$ cat src/rtl/muldiv_seq.sv
// rtl/muldiv_seq.sv - iterative RV32M unsigned MUL/MULHU/DIVU/REMU sequencer driving an external add/sub ALU
//
// Ports:
//   clk, rst_n              clock, asynchronous active-low reset
//   req_valid/req_ready     request handshake; req_op selects MUL/MULHU/DIVU/REMU
//   req_a, req_b            multiplicand/dividend, multiplier/divisor
//   resp_valid/resp_ready   response handshake; resp_data carries the result
//   alu_srca/alu_srcb       operands presented to the attached ALU
//   alu_op                  ALU operation (ADD or SUB while running, zero otherwise)
//   alu_result              combinational ALU result, sampled on the same edge
module muldiv_seq #(
    parameter int DATA_WIDTH    = 32,
    parameter int OPCODE_LENGTH = 4
) (
    input  logic                     clk,
    input  logic                     rst_n,
    input  logic                     req_valid,
    output logic                     req_ready,
    input  logic [1:0]               req_op,
    input  logic [DATA_WIDTH-1:0]    req_a,
    input  logic [DATA_WIDTH-1:0]    req_b,
    output logic                     resp_valid,
    input  logic                     resp_ready,
    output logic [DATA_WIDTH-1:0]    resp_data,
    output logic [DATA_WIDTH-1:0]    alu_srca,
    output logic [DATA_WIDTH-1:0]    alu_srcb,
    output logic [OPCODE_LENGTH-1:0] alu_op,
    input  logic [DATA_WIDTH-1:0]    alu_result
);

    localparam logic [OPCODE_LENGTH-1:0] ALU_NOP = '0;
    localparam logic [OPCODE_LENGTH-1:0] ALU_ADD = OPCODE_LENGTH'(4'b0010);
    localparam logic [OPCODE_LENGTH-1:0] ALU_SUB = OPCODE_LENGTH'(4'b0110);

    typedef enum logic [1:0] {
        S_IDLE = 2'd0,
        S_RUN  = 2'd1,
        S_DONE = 2'd2
    } state_t;

    state_t                  state_q, state_d;
    logic [1:0]              op_q, op_d;
    logic [DATA_WIDTH-1:0]   b_q, b_d;
    // acc holds hi (multiply) or rem (divide); shf holds lo or quo.
    logic [DATA_WIDTH-1:0]   acc_q, acc_d;
    logic [DATA_WIDTH-1:0]   shf_q, shf_d;
    logic [4:0]              count_q, count_d;
    logic [DATA_WIDTH-1:0]   resp_data_q, resp_data_d;

    // Step datapath
    logic [DATA_WIDTH-1:0]   mul_sum;
    logic                    mul_carry;
    logic [DATA_WIDTH-1:0]   div_rs;
    logic                    div_take;
    logic [DATA_WIDTH-1:0]   step_acc;
    logic [DATA_WIDTH-1:0]   step_shf;
    logic [DATA_WIDTH-1:0]   step_result;
    logic                    req_div_zero;

    always_ff @(posedge clk or negedge rst_n) begin
        if (!rst_n) begin
            state_q     <= S_IDLE;
            op_q        <= '0;
            b_q         <= '0;
            acc_q       <= '0;
            shf_q       <= '0;
            count_q     <= '0;
            resp_data_q <= '0;
        end else begin
            state_q     <= state_d;
            op_q        <= op_d;
            b_q         <= b_d;
            acc_q       <= acc_d;
            shf_q       <= shf_d;
            count_q     <= count_d;
            resp_data_q <= resp_data_d;
        end
    end

    // ALU drive: only RUN uses the ALU, everything else presents zeros.
    always_comb begin
        alu_srca = '0;
        alu_srcb = '0;
        alu_op   = ALU_NOP;
        if (state_q == S_RUN) begin
            alu_srcb = b_q;
            if (op_q[1]) begin
                alu_srca = div_rs;
                alu_op   = ALU_SUB;
            end else begin
                alu_srca = acc_q;
                alu_op   = ALU_ADD;
            end
        end
    end

    always_comb begin
        // Multiply: conditional add of b into hi, then shift {carry,hi,lo} right.
        // The unsigned wrap test recovers the carry the 32-bit ALU drops.
        mul_sum   = shf_q[0] ? alu_result : acc_q;
        mul_carry = shf_q[0] & (alu_result < acc_q);

        // Restoring divide: the bit shifted out of rem[31] makes the 33-bit
        // partial remainder necessarily >= b, so it forces a subtract.
        div_rs   = {acc_q[DATA_WIDTH-2:0], shf_q[DATA_WIDTH-1]};
        div_take = acc_q[DATA_WIDTH-1] | (div_rs >= b_q);

        if (op_q[1]) begin
            step_acc = div_take ? alu_result : div_rs;
            step_shf = {shf_q[DATA_WIDTH-2:0], div_take};
        end else begin
            step_acc = {mul_carry, mul_sum[DATA_WIDTH-1:1]};
            step_shf = {mul_sum[0], shf_q[DATA_WIDTH-1:1]};
        end

        // op[0] picks the acc side (MULHU/REMU) over the shf side (MUL/DIVU).
        step_result = op_q[0] ? step_acc : step_shf;

        req_div_zero = req_op[1] && (req_b == '0);
    end

    always_comb begin
        state_d     = state_q;
        op_d        = op_q;
        b_d         = b_q;
        acc_d       = acc_q;
        shf_d       = shf_q;
        count_d     = count_q;
        resp_data_d = resp_data_q;

        unique case (state_q)
            S_IDLE: begin
                if (req_valid) begin
                    op_d    = req_op;
                    b_d     = req_b;
                    count_d = 5'd31;
                    acc_d   = '0;
                    shf_d   = req_a;
                    if (req_div_zero) begin
                        resp_data_d = req_op[0] ? req_a : '1;
                        state_d     = S_DONE;
                    end else begin
                        state_d = S_RUN;
                    end
                end
            end
            S_RUN: begin
                acc_d = step_acc;
                shf_d = step_shf;
                if (count_q == 5'd0) begin
                    resp_data_d = step_result;
                    state_d     = S_DONE;
                end else begin
                    count_d = count_q - 5'd1;
                end
            end
            S_DONE: begin
                if (resp_ready) begin
                    state_d = S_IDLE;
                end
            end
            default: begin
                state_d = S_IDLE;
            end
        endcase
    end

    assign req_ready  = (state_q == S_IDLE);
    assign resp_valid = (state_q == S_DONE);
    assign resp_data  = resp_data_q;

endmodule

$ cat config.mk
export PLATFORM = sky130hd
export DESIGN_NAME = muldiv_seq
export DESIGN_NICKNAME = d
export VERILOG_FILES = /design/src/rtl/muldiv_seq.sv
export SDC_FILE = /design/constraint.sdc
export NUM_CORES = 1
export LEC_CHECK = 0
export BUFFER_PORTS_ARGS = -buffer_cell sky130_fd_sc_hd__buf_2
export CAP_MARGIN = 0
export CORE_UTILIZATION = 40
export CTS_BUF_LIST = sky130_fd_sc_hd__clkbuf_4
export CTS_CLUSTER_DIAMETER = 60
export DETAILED_ROUTE_END_ITERATION = 7
export PLACE_DENSITY_LB_ADDON = 0.3
export SLEW_MARGIN = 20
export SYNTH_ARGS = -nofsm -noshare
export SYNTH_HDL_FRONTEND = slang
export SYNTH_SLANG_ARGS = --single-unit
$ cat constraint.sdc
create_clock -name clk -period 7.15 [get_ports clk]
set_input_delay 1.43 -clock clk [delete_from_list [all_inputs] [get_ports clk]]
set_output_delay 1.43 -clock clk [all_outputs]
set_load 0.005 [all_outputs]
; ---- Yosys cells after proc, flatten, opt, wreduce, memory -nomap -nowiden
; Cells that the tools add are included.
[classes]
n_reduce_logical = 10
add_sub_neg = 1
n_eq_ne = 7
mul = 0
mux = 27
n_div = 0
bitwise_logic = 2
shifts = 0
magnitude_cmp = 2
[op_table]
columns = operator, count
row1 = 32-bit two-way mux, 14
row2 = 32-bit case mux with 2 select lines, 3
row3 = 32-bit >= comparator, 1
row4 = 32-bit logical NOT, 1
row5 = 32-bit less-than comparator, 1
row6 = 5-bit two-way mux, 2
row7 = 5-bit case mux with 2 select lines, 1
row8 = 2-bit two-way mux, 4
row9 = 3-bit two-way mux, 2
row10 = 2-bit by 1-bit inequality test with 1-bit output (second input constant), 3
row11 = 2-bit case mux with 3 select lines, 1
row12 = 3-bit AND reduction, 2
row13 = 5-bit logical NOT, 1
row14 = 5-bit by 1-bit subtractor with 5-bit output (second input constant), 1
row15 = 2-bit inequality test (second input constant), 2
row16 = 2-bit AND reduction, 2
row17 = 4-bit AND reduction, 1
row18 = 2-bit by 1-bit equality test with 1-bit output (second input constant), 1
row19 = 2-bit equality test (second input constant), 1
row20 = 2-bit logical NOT, 1
row21 = 2-bit nonzero test, 1
row22 = 1-bit bitwise AND, 1
row23 = 1-bit logical AND, 1
row24 = 1-bit OR, 1
[word_totals]
mem_bits_ro = 0
ram_bits = 0
inputBits = 102
wordCells = 56
ff_bits = 137
mem_count = 0
out_inout_bits = 102
latch_bits = 0

; ---- Depth between registers and ports, before layout
[logic_depth]
depth_word = 7
ltp_mapped = 12

; ---- Least setup slack after synthesis
; Ideal clock, no wire load.
[synth_path]
path_kind = input-to-reg
start = input alu_result[9]
end = register resp_data_q[31] (netlist: resp_data[31])
arrival_ns = 3.228
stages = 9
path_buffers = 0
required_time_ns = 7.064
setup_slack_ns = 3.836
setup_ns = 0.086
cell_sequence = ha_1 -> a21o_1 -> a21o_1 -> a221o_1 -> a221oi_1 -> o21ai_0 -> a221oi_2 -> a211oi_1 -> nor3_1
[synth_via]
elab_chain_len = 6
[synth_lines]
columns = element, line_no
row1 = "start, declared", 28  ; input logic [DATA_WIDTH-1:0] alu_result
row2 = 32-bit less-than comparator, 101  ; mul_carry = shf_q[0] & (alu_result < acc_q);
row3 = 1-bit bitwise AND, 101
row4 = 32-bit two-way mux, 108  ; if (op_q[1]) begin
row5 = 32-bit two-way mux, 117  ; step_result = op_q[0] ? step_acc : step_shf;
row6 = 32-bit two-way mux, 150  ; if (count_q == 5'd0) begin
row7 = 32-bit case mux with 2 select lines, 131  ; unique case (state_q)
row8 = "end signal, assigned", 76  ; resp_data_q <= resp_data_d;
row9 = "end, declared", 48  ; logic [DATA_WIDTH-1:0] resp_data_q, resp_data_d;
; Every way passes these cells. The select of a mux whose other input is x is not followed.
; A chain may end at the register's enable or synchronous reset.

; ---- Worst setup path in the final report
[layout_path]
start = register op_q[1]
end = output alu_srca[0]
[layout_via]
elab_chain_len = 2
[layout_lines]
columns = element, line_no
row1 = "start, declared", 42  ; logic [1:0] op_q, op_d;
row2 = "start signal, assigned", 71  ; op_q <= op_d;
row3 = 32-bit two-way mux, 87  ; if (op_q[1]) begin
row4 = 32-bit two-way mux, 85  ; if (state_q == S_RUN) begin
row5 = "end, declared", 25  ; output logic [DATA_WIDTH-1:0] alu_srca,
; Every way passes these cells.

==> results.cfg <==
[yosys]
yosysTopAreaCell = dfrtp_1
synth_edf_count = 0
synth-seq-cells = 137
yosysMostFrequentCell = o21ai_0
synth_area_um2 = 10300
syn_avg_cell_area_um2 = 8.16
synth_seq_area_share = 0.334
synth_top_area_frac = 0.334
yosys-top-cells-count = 153 x o21ai_0, 137 x dfrtp_1, 119 x nand2_1
synth_cells = 1257
synth_ff_type = dfrtp_1
synth_area_leaders = dfrtp_1 33%, mux2i_1 8.1%, ha_1 7.9%
yosys.cell_types.count = 55
yosysWarnings = 0
async_flop_share = 1.00

[routing]
wl_met2_um = 13800
first_pass_iters = 6
ant_nets = 0
wire_per_inst_um = 18.6
dr.max_layer_used = met5
vias = 9976
avgViaCountPerCell = 5.76
drt-total-wl_um = 32200
wl_met3_um = 2080
wl_met1_um = 15800
drc = 0
drt_iter0_drc = 885

[worst_setup_path]
critPathArrivalTime_ps = 2740
crit_path_start_kind = flop
rrSetupSlack_ps = 3510
path_class = flop to primary output
crit_path_max_fanout = 66
cp.required_ps = 5720
worst_setup_path_end_kind = primary output

[sta]
min_period_ps = 4170
holdWs_ps = 499
relSlewSlack = 0.257
slew_viol_final = 0
setup_tns_ps = 0
clock_skew_ps = 23.9
finalHoldViolations = 0
rsz0062_at_grt = false
worst_pin_slew_ps = 1110
finalCritPeriodShare = 0.583
setup_viol = 0
fmax_ghz = 0.240

[floorplanning]
initial_core_util = 0.408
fp.dieArea_um2 = 26300
die_w_um = 162
io-pin-count = 204
die_y_um = 162
rows = 58
core_um2 = 25200

[global_routing]
grt_first_pass_wirelength_um = 50300
grt_max_degree = 87
grt_use_total = 0.245
grt_overflow_total = 0
antenna_found_initial = 4
grt_pass1_vias = 9090

[clocking]
clock_sinks = 137
cts_tree = yes
post_cts_resized = 0
htree_levels = 4
insertion_delay_ps = 560
clkTransAtPathRegs_ps = 120
cts-root-buf = clkbuf_4
post-cts-setup-buffers = 0
numCtsBuffers = 17
holdBufCountCts = 0
max-clock-path-buffers = 2

[cells_and_area]
syn_to_final_growth_pct = 13.0
drive_above_1_share = 0.195
final_nets = 1557

[worst_hold_path]
worst_hold_path_type = flop to flop

[power]
p_seq_frac = 0.293
comb_power_share = 0.629
vdd_ir_drop_max_mv = 0.251
p_per_area_nw_per_um2 = 487
leakagePower_nw = 5.67
switching_power_mw = 2.85
p_sw_frac = 0.504
power.internal_mw = 2.80
pwr-share-clk = 0.078

[placed_design]
dp_hpwl_um = 23400
io_buffers = 201
gp_congestion = 0.879

[job]
maxCapViolCount = 0

[outcome]
outcome = finished, final reports clean
[placed cells by master (no fill, tap or decap), types with 3 or more instances in the layout]
| master | count |
|---|---|
| nor4_1 | 10 |
| a31oi_1 | 6 |
| a211oi_1 | 5 |
| nand4_1 | 8 |
| nor2_1 | 111 |
| mux2i_1 | 83 |
| a221oi_1 | 46 |
| o21a_1 | 3 |
| a21o_1 | 41 |
| o21ai_0 | 153 |
| nor2b_1 | 46 |
| ha_1 | 65 |
| nand2_1 | 117 |
| dfrtp_1 | 134 |
| clkbuf_4 | 24 |
| inv_1 | 87 |
| o22a_1 | 31 |
| clkinv_1 | 4 |
| mux2_2 | 4 |
| buf_4 | 15 |
| clkinv_2 | 3 |
| and4_1 | 4 |
| o221a_2 | 14 |
| a22o_1 | 4 |
| o22ai_1 | 4 |
| nand3_1 | 4 |
| nor3_1 | 35 |
| o211ai_1 | 14 |
| buf_2 | 200 |
| a21oi_1 | 86 |
| nand2b_1 | 3 |
[registers in the layout, indices dropped and copies added, names as in the netlist]
name / count
shf_q: 32
state_q: 2
acc_q: 32
resp_data: 32
count_q: 5
op_q: 2
b_q: 32
[critical path, cell delays in order, from the launching register on]
cell,delay [ps]
dfrtp_4,1020
buf_4,640
mux2i_1,250
nor2_1,90
buf_2,180
[power by group through the flow]
stage	sequential [mW]	clock [mW]	combinational (mW)
2_1_floorplan	1.41	0	2.72
3_3_place_gp	1.66	0	3.44
3_5_place_dp	1.66	0	3.52
4_1_cts	1.65	0.454	3.54
5_1_grt	1.71	0.485	3.98
6_report	1.66	0.441	3.55
[logic make-up after synthesis]
group                      after synthesis  share of synthesized area
other                                    1                   0.000365
DFF                                    137                      0.334
xor gates and xnor gates                 3                    0.00256
and+or+nand+nor                        351                      0.155
muxes                                   87                     0.0853
AOI/OAI and AO/OA                      422                      0.267
adders and majority gates               65                     0.0792
buffers and inverters                  191                     0.0764
[area by class of cell]
class                      instances  area (um^2)
fill                            2523        13600
multi-input combinational        930         6080
sequential                       137         3430
timing repair buffer             216         1120
tap                              330          413
inverter                          88          330
clock buffer                      24          180
clock inverter                     7         30.0
antenna                            1         2.50
[stage by stage]
stage                     cells  total power [mW]  area [um^2]  setup slack, ps  utilization
after floorplan            1258              4.14        10300             3840            -
after global placement     1701              5.10        11400             2900        0.452
after detailed placement   1701              5.19        11400             2930        0.452
after CTS                  1732              5.64        11600             2950        0.460
after global routing       1733              6.18        11600             2820        0.460
final                      1733              5.65        11600             2980        0.460
[worst paths after layout]
kind                                             endpoint                      from  depth (start not counted)
worst max-delay path                          alu_srca[0]       op_q[1]$_DFFE_PN0P_                          4
worst min-delay path             resp_data[1]$_DFFE_PN0P_  resp_data[1]$_DFFE_PN0P_                          1
worst max register to register  resp_data[30]$_DFFE_PN0P_    state_q[0]$_DFFE_PN0P_                          8
worst min register to register   resp_data[1]$_DFFE_PN0P_  resp_data[1]$_DFFE_PN0P_                          1
max in group asynchronous            shf_q[0]$_DFFE_PN0P_                     rst_n                          2
min in group asynchronous             b_q[29]$_DFFE_PN0P_                     rst_n                          1
[per-layer routing]
layer,up-vias,GRT usage
li1,4778,-
met3,40,0.0421
met4,6,0.0716
met1,4774,0.372
met2,378,0.353
met5,-,0
Note: power is estimated with default switching activity, not from simulation.
